===== config.mk =====
export PLATFORM = sky130hd
export DESIGN_NAME = pc_fetch_unit
export DESIGN_NICKNAME = d
export VERILOG_FILES = /design/src/rtl/pc_fetch_pkg.sv /design/src/rtl/pc_register.sv /design/src/rtl/pc_fetch_unit.sv
export SDC_FILE = /design/constraint.sdc
export NUM_CORES = 1
export LEC_CHECK = 0
export CORE_MARGIN = 5
export CORE_UTILIZATION = 44
export CTS_CLUSTER_DIAMETER = 150
export DETAILED_ROUTE_END_ITERATION = 6
export PLACE_DENSITY = 0.91
export SLEW_MARGIN = 30
export SYNTH_ARGS = -nofsm -noshare
export SYNTH_HDL_FRONTEND = slang
export SYNTH_SLANG_ARGS = --single-unit

===== constraint.sdc =====
create_clock -name clk -period 2.72 [get_ports clk]
set_clock_uncertainty 0.1 [all_clocks]
set_input_delay 0.272 -clock clk [delete_from_list [all_inputs] [get_ports clk]]
set_output_delay 0.272 -clock clk [all_outputs]
set_load 0.01 [all_outputs]

===== src/rtl/pc_fetch_pkg.sv =====
// Shared types and defaults for the PC / instruction-fetch slice.
package pc_fetch_pkg;

    typedef enum logic [1:0] {S_REQ, S_WAIT, S_OUT, S_HALT} fetch_state_t;

    typedef logic [31:0] word_t;

    localparam word_t       RESET_PC_DEFAULT = 32'h0000_0000;
    localparam int unsigned PC_STEP_DEFAULT  = 4;

endpackage


===== src/rtl/pc_register.sv =====
// Program counter register with async active-low reset and word alignment.
// With PC_FETCH_MISALIGN_CHECK_EN a misaligned load is flagged and suppressed.
module pc_register
    import pc_fetch_pkg::*;
#(
    parameter word_t RESET_PC = RESET_PC_DEFAULT
) (
    input  logic  clk,
    input  logic  rstN,
    input  logic  load,
    input  word_t d,
    output word_t q
`ifdef PC_FETCH_MISALIGN_CHECK_EN
    ,
    output logic  misaligned
`endif
);

    logic  do_load;
    word_t d_aligned;

    // Low bits are forced to zero; with the check enabled they are already zero when a load happens.
    assign d_aligned = d & 32'hFFFF_FFFC;

`ifdef PC_FETCH_MISALIGN_CHECK_EN
    assign misaligned = load && (d[1:0] != 2'b00);
    assign do_load    = load && !misaligned;
`else
    assign do_load    = load;
`endif

    always_ff @(posedge clk or negedge rstN) begin
        if (!rstN)        q <= RESET_PC;
        else if (do_load) q <= d_aligned;
    end

endmodule


===== src/rtl/pc_fetch_unit.sv =====
// PC owner and single-outstanding instruction fetcher feeding decode over valid/ready.
// Optional misaligned-PC halt is enabled by PC_FETCH_MISALIGN_CHECK_EN.
module pc_fetch_unit
    import pc_fetch_pkg::*;
#(
    parameter word_t       RESET_PC = RESET_PC_DEFAULT,
    parameter int unsigned PC_STEP  = PC_STEP_DEFAULT
) (
    input  logic  clk,
    input  logic  rstN,
    input  word_t pcNext,
    input  logic  redirect,
    output word_t pcAdd,
    output logic  imemReq,
    output word_t imemAddr,
    input  logic  imemGnt,
    input  logic  imemRspValid,
    input  word_t imemRspData,
    output logic  instrValid,
    output word_t instr,
    output word_t instrPc,
    input  logic  instrReady
`ifdef PC_FETCH_MISALIGN_CHECK_EN
    ,
    output logic  misalignFault
`endif
);

    fetch_state_t state, state_n;
    logic         discard, discard_n;
    logic         pc_load;
    logic         latch_rsp;
    word_t        pc;
    logic         pc_bad;

    pc_register #(.RESET_PC(RESET_PC)) u_pc (
        .clk        (clk),
        .rstN       (rstN),
        .load       (pc_load),
        .d          (pcNext),
        .q          (pc)
`ifdef PC_FETCH_MISALIGN_CHECK_EN
        ,
        .misaligned (pc_bad)
`endif
    );

`ifndef PC_FETCH_MISALIGN_CHECK_EN
    assign pc_bad = 1'b0;
`endif

    assign pcAdd      = pc + word_t'(PC_STEP);
    assign imemAddr   = pc;
    assign imemReq    = (state == S_REQ);
    assign instrValid = (state == S_OUT);

    always_comb begin
        state_n   = state;
        discard_n = discard;
        pc_load   = 1'b0;
        latch_rsp = 1'b0;
        case (state)
            S_REQ: begin
                if (imemGnt) begin
                    state_n   = S_WAIT;
                    discard_n = redirect;
                end
            end
            S_WAIT: begin
                if (imemRspValid) begin
                    // A redirect arriving with the response kills it just like a pending discard.
                    latch_rsp = !(discard || redirect);
                    state_n   = latch_rsp ? S_OUT : S_REQ;
                    discard_n = 1'b0;
                end else if (redirect) begin
                    discard_n = 1'b1;
                end
            end
            S_OUT: begin
                if (redirect) begin
                    state_n = S_REQ;
                end else if (instrReady) begin
                    state_n = S_REQ;
                    pc_load = 1'b1;
                end
            end
            default: ;
        endcase
        if (redirect && state != S_HALT) pc_load = 1'b1;
        if (pc_bad) begin
            state_n   = S_HALT;
            latch_rsp = 1'b0;
        end
    end

    always_ff @(posedge clk or negedge rstN) begin
        if (!rstN) begin
            state   <= S_REQ;
            discard <= 1'b0;
            instr   <= '0;
            instrPc <= '0;
        end else begin
            state   <= state_n;
            discard <= discard_n;
            if (latch_rsp) begin
                instr   <= imemRspData;
                instrPc <= pc;
            end
        end
    end

`ifdef PC_FETCH_MISALIGN_CHECK_EN
    always_ff @(posedge clk or negedge rstN) begin
        if (!rstN)       misalignFault <= 1'b0;
        else if (pc_bad) misalignFault <= 1'b1;
    end
`endif

endmodule


* Yosys cells after proc, flatten, opt, wreduce, memory -nomap -nowiden *
Index checks and enable logic that the tools add are counted.

word-level totals
  bits of input ports = 70
  logic and storage cells = 37
  bits in registers = 95

cells by class
  eq/ne operators = 7
  multiplexer cells = 16
  add/sub/neg operators = 1
  reductions and logical operators = 8

operators with widths
  kind                                                                    number
  32-bit by 3-bit adder with 32-bit output (second input constant)        1
  2-bit 2-to-1 mux                                                        5
  1-bit 2-to-1 mux                                                        9
  2-bit one-hot mux with 3 select lines                                   1
  2-bit != test (second input constant)                                   2
  4-bit AND reduction                                                     1
  3-bit by 2-bit != test with 1-bit output (second input constant)        1
  3-bit != test (second input constant)                                   1
  3-bit AND reduction                                                     1
  3-bit nonzero test                                                      1
  2-bit by 1-bit equality test with 1-bit output (second input constant)  1
  2-bit equality test (second input constant)                             1
  2-bit logical NOT                                                       1
  2-bit by 1-bit != test with 1-bit output (second input constant)        1
  1-bit one-hot mux with 2 select lines                                   1
  2-bit nonzero test                                                      1
  1-bit logical AND                                                       1
  1-bit logical NOT                                                       1
  1-bit logical OR                                                        1

* Longest topological paths before layout *
  depth in word-level cells = 4
  gate-level depth with buffers = 7
  depth with buffers taken out = 6

* Cells and area by module *
A second synthesis with hierarchy kept.

second synthesis, totals
  cell total of the unflattened synthesis = 311
  area, all modules = 4443.0 um^2

by module, submodules not included
  module         times used  area an instance (um^2)  cells each
  pc_fetch_unit  1           3189.3                   245
  pc_register    1           1253.7                   66

* Worst setup path before layout *
OpenSTA, ideal clock, no wires.

  path kind = reg2out
  from = reg u_pc.q[2]
  to = out pcAdd[22]
  arrival = 1.555 ns
  buffers on the path = 0
  slack = 0.793 ns
  cell stages (with the launch flop) = 6
  cells stage by stage = dfrtp_1 > ha_1 > nand3_1 > nor4_4 > nand4_1 > xnor2_1

between the ends
  cells in the longest elaborated chain, start to end = 1

ends and longest elaborated chain
  element                                   RTL line             source
  from (decl)                               pc_register.sv:12    output word_t q
  from (signal assigned)                    pc_register.sv:34    else if (do_load) q <= d_aligned;
  32-bit by 3-bit adder with 32-bit output  pc_fetch_unit.sv:52  assign pcAdd = pc + word_t'(PC_STEP);
  to (decl)                                 pc_fetch_unit.sv:13  output word_t pcAdd,

No other way between the ends.

* Worst setup path after layout *
  from = reg u_pc.q[5]
  to = out pcAdd[11]

The elaborated chain is that of the path after synthesis.

==> metrics.csv <==
metric;value;unit
syn_area_per_cell;13.68;um2
DRT iter0 DRCs;76;
ANT nets after route;0;
Placement Setup Slack;0.1902;ns
total power;6.807;mW
aggregate global-route resource usage;0.1991;
post-DR vias/cell;5.003;
Pleak;2.871;nW
Max stage delay on crit path;0.58;ns
vias in the first global route;3506;
CP Cell Sequence;nand4_2 -> or2_2 -> nor2_1 -> xor2_1 -> clkdlybuf4s50_1;
Slowest cell on crit path;clkdlybuf4s50_1;
final WL;12240;um
H-tree level count;3;
hold_ws;0.3958;ns
MaxCap Viol Count;0;
number of enable flip-flop cells after synthesis;0;
CTS Sinks;95;
Initial Util;0.4562;
routability cong.;0.8356;
total grt overflow;0;
global-route wire length before repair;18230;um
dpl hpwl;8905;um
max_slew headroom;0.5388;
Main synth FF type;dfrtp_1;
RR Startpoint;state[0]$_DFFE_PN0P_;
Tcrit/Tclk final;0.9759;
Final setup viols;0;
Register-to-Register Path Depth;6;
post-synth cell types;30;
Die Area;11740;um2
clk buf depth;2;
CORE AREA;9328;um2
Buf+Inv Stages, Crit Path;1;
yosys warns;0;
Crit. path cell count;5;
via count;3317;
Placed Area;6355;um2
Slew Limit Fails;0;
cell count after synthesis;311;
post-route minimum period;2.654;ns
Slew @ Worst Pin;0.6901;ns
critical path required time;2.35;ns
CTS tree;done;
Worst setup SP type;flip-flop;
sequential fraction of the synthesis area;0.5587;
Final Instance Area;6800;um2
Final Worst Setup Slack;0.06566;ns
status;completed;
Reg-to-Reg End;state[1]$_DFFE_PN0P_;
pin count of the biggest net entering global routing;52;
Worst-path clk slew;0.09;ns
critical path's top delay family;simple AND/OR/NAND/NOR gates;
Fin. Hold Viols;0;
CP Launch Point;u_pc.q[5]$_DFFE_PN0P_;
PortBufs;191;
placed cell count;628;
hold crit path type;in -> reg;
FFs w/ async S/R, synth;1.000;
n_diodes;0;
register area;2399;um2
reg-to-reg slack, setup;0.74;ns
initial antenna violation count;0;
num rows;35;
area taken by multi-input logic gates;1808;um2
WL/cell;18.47;um
TritonCTS Buffers;9;
Cell Area, Synth;4255;um2
critical path data arrival time;2.28;ns
CP Capture Type;output port;
layout cells sized above 1;0.3109;
Setup Crit Path Kind;reg -> out;
critical path fanouts, max;6;
Max Clock Freq;376.7;MHz
Die W;108.3;um
non-filler instance count after layout;663;
VDD IR max;614.5;uV
root buffer cell;clkbuf_8;
DRC;0;
Power Density;1001;nW/um2
Area growth syn-to-layout;59.81;%
nets;604;
clock latency on the worst-skew pair;0.35;ns
drt first pass iters;4;
fill cell count;650;
Die Y;108.3;um
flops & latches, synth;95;
# IOs;200;
worst setup path end;pcAdd[11];
## registers in the layout (all words and copies together), names as in the netlist
signal and flops:
discard 1, state 2, instr 32, instrPc 30, u_pc.q 30
## kinds of logic (layout without fill, tap and decap cells)
logic type               count (synthesis)  after routing  share of synthesized area
buffers and inverters                   24            242                    0.02969
XOR/XNOR                                28             28                    0.05763
AO/OA/AOI/OAI                            9              9                    0.01206
adder cells (fa/ha/maj)                  5              5                    0.01470
multiplexers                            92             92                     0.2432
other                                    1              6                  0.0008812
AND/OR/NAND/NOR                         57             57                    0.08321
flip-flops                              95             95                     0.5587
## worst min path at each step
stage,startpoint,to,cells past startpoint
floorplan,rstN,discard$_DFFE_PN0P_,0
global placement,rstN,u_pc.q[9]$_DFFE_PN0P_,1
detailed placement,rstN,u_pc.q[9]$_DFFE_PN0P_,1
CTS,rstN,u_pc.q[9]$_DFFE_PN0P_,2
global route,pcNext[2],u_pc.q[2]$_DFFE_PN0P_,3
finish,pcNext[2],u_pc.q[2]$_DFFE_PN0P_,3
## report_power, final
part / internal, mW / switching [mW] / leakage [nW]
combinational: 2.03 / 1.28 / 1.65
clock: 0.531 / 0.486 / 0.116
sequential: 2.03 / 0.446 / 1.11
total: 4.59 / 2.21 / 2.87
## synthesized netlist by cell type (2+ instances only)
library cell / count / area, um2
and4_1: 2 / 17.52
inv_1: 6 / 22.52
nor4_4: 2 / 42.54
mux2_2: 91 / 1025
a21oi_1: 3 / 15.01
dfrtp_1: 95 / 2377
buf_4: 6 / 45.04
o21ai_0: 4 / 20.02
buf_2: 11 / 55.05
xnor2_1: 22 / 192.7
xor2_1: 6 / 52.55
and3_1: 3 / 18.77
nand3_1: 11 / 55.05
ha_1: 5 / 62.56
or2_2: 2 / 12.51
and2_1: 2 / 12.51
nand4_1: 9 / 56.30
nor2_1: 9 / 33.78
nand2_1: 11 / 41.29
## metal layers
metal	vias to the layer above	share of wire	GRT usage
met4	0	0.018	0.07755
met5	-	0	0
li1	1514	-	-
met3	19	0.066	0.04299
met1	1659	0.37	0.2250
met2	125	0.54	0.3650
## tightest hold or removal path, delay by kind of cell
kind            cells  cell delay, ns
compound gates      1            0.07
buf+inv             1            0.40
simple gates        1            0.06
## layout make-up
cell class | count | share of cell area
Clock buffer | 13 | 0.02631
Clock inverter | 3 | 0.006992
Inverter | 6 | 0.003312
Multi-Input combinational cell | 197 | 0.2659
Sequential cell | 95 | 0.3527
Tap cell | 129 | 0.02374
Timing Repair Buffer | 220 | 0.3211
## stage by stage
step | setup TNS, ns | util
CTS | 0 | 0.7128
finish | 0 | 0.7290
floorplan | 0 | -
global placement | 0 | 0.6813
detailed placement | 0 | 0.6813
global route | -0.03922 | 0.7290
## placed cells by master, fill, tap and decap left out, drive strengths merged
master	count
clkbuf	13
ha	5
bufinv	1
xnor2	22
nor2	9
clkdlybuf4s50	174
and3	3
and2	2
nand3	12
nor4	3
o21ai	4
nand2	11
xor2	6
clkinv	1
nor2b	1
a2111oi	1
inv	7
buf	29
mux2i	1
a21oi	3
nand4	11
mux2	91
conb	6
or2	2
dfrtp	95
dlymetal6s2s	11
nor3b	1
dlygate4sd3	1
and4	2
a31oi	1
dlygate4sd2	5
## repair_timing
action / 4_1_cts / 5_1_grt
setup buffers: 4 / 14
resized for setup: 24 / 16
pin swaps: 1 / 1
hold buffers: 1 / 0
endpoints found under the setup margin: 20 / 13
hold endpoints to repair: 50 / 0
Power figures use the tool's default switching activity.
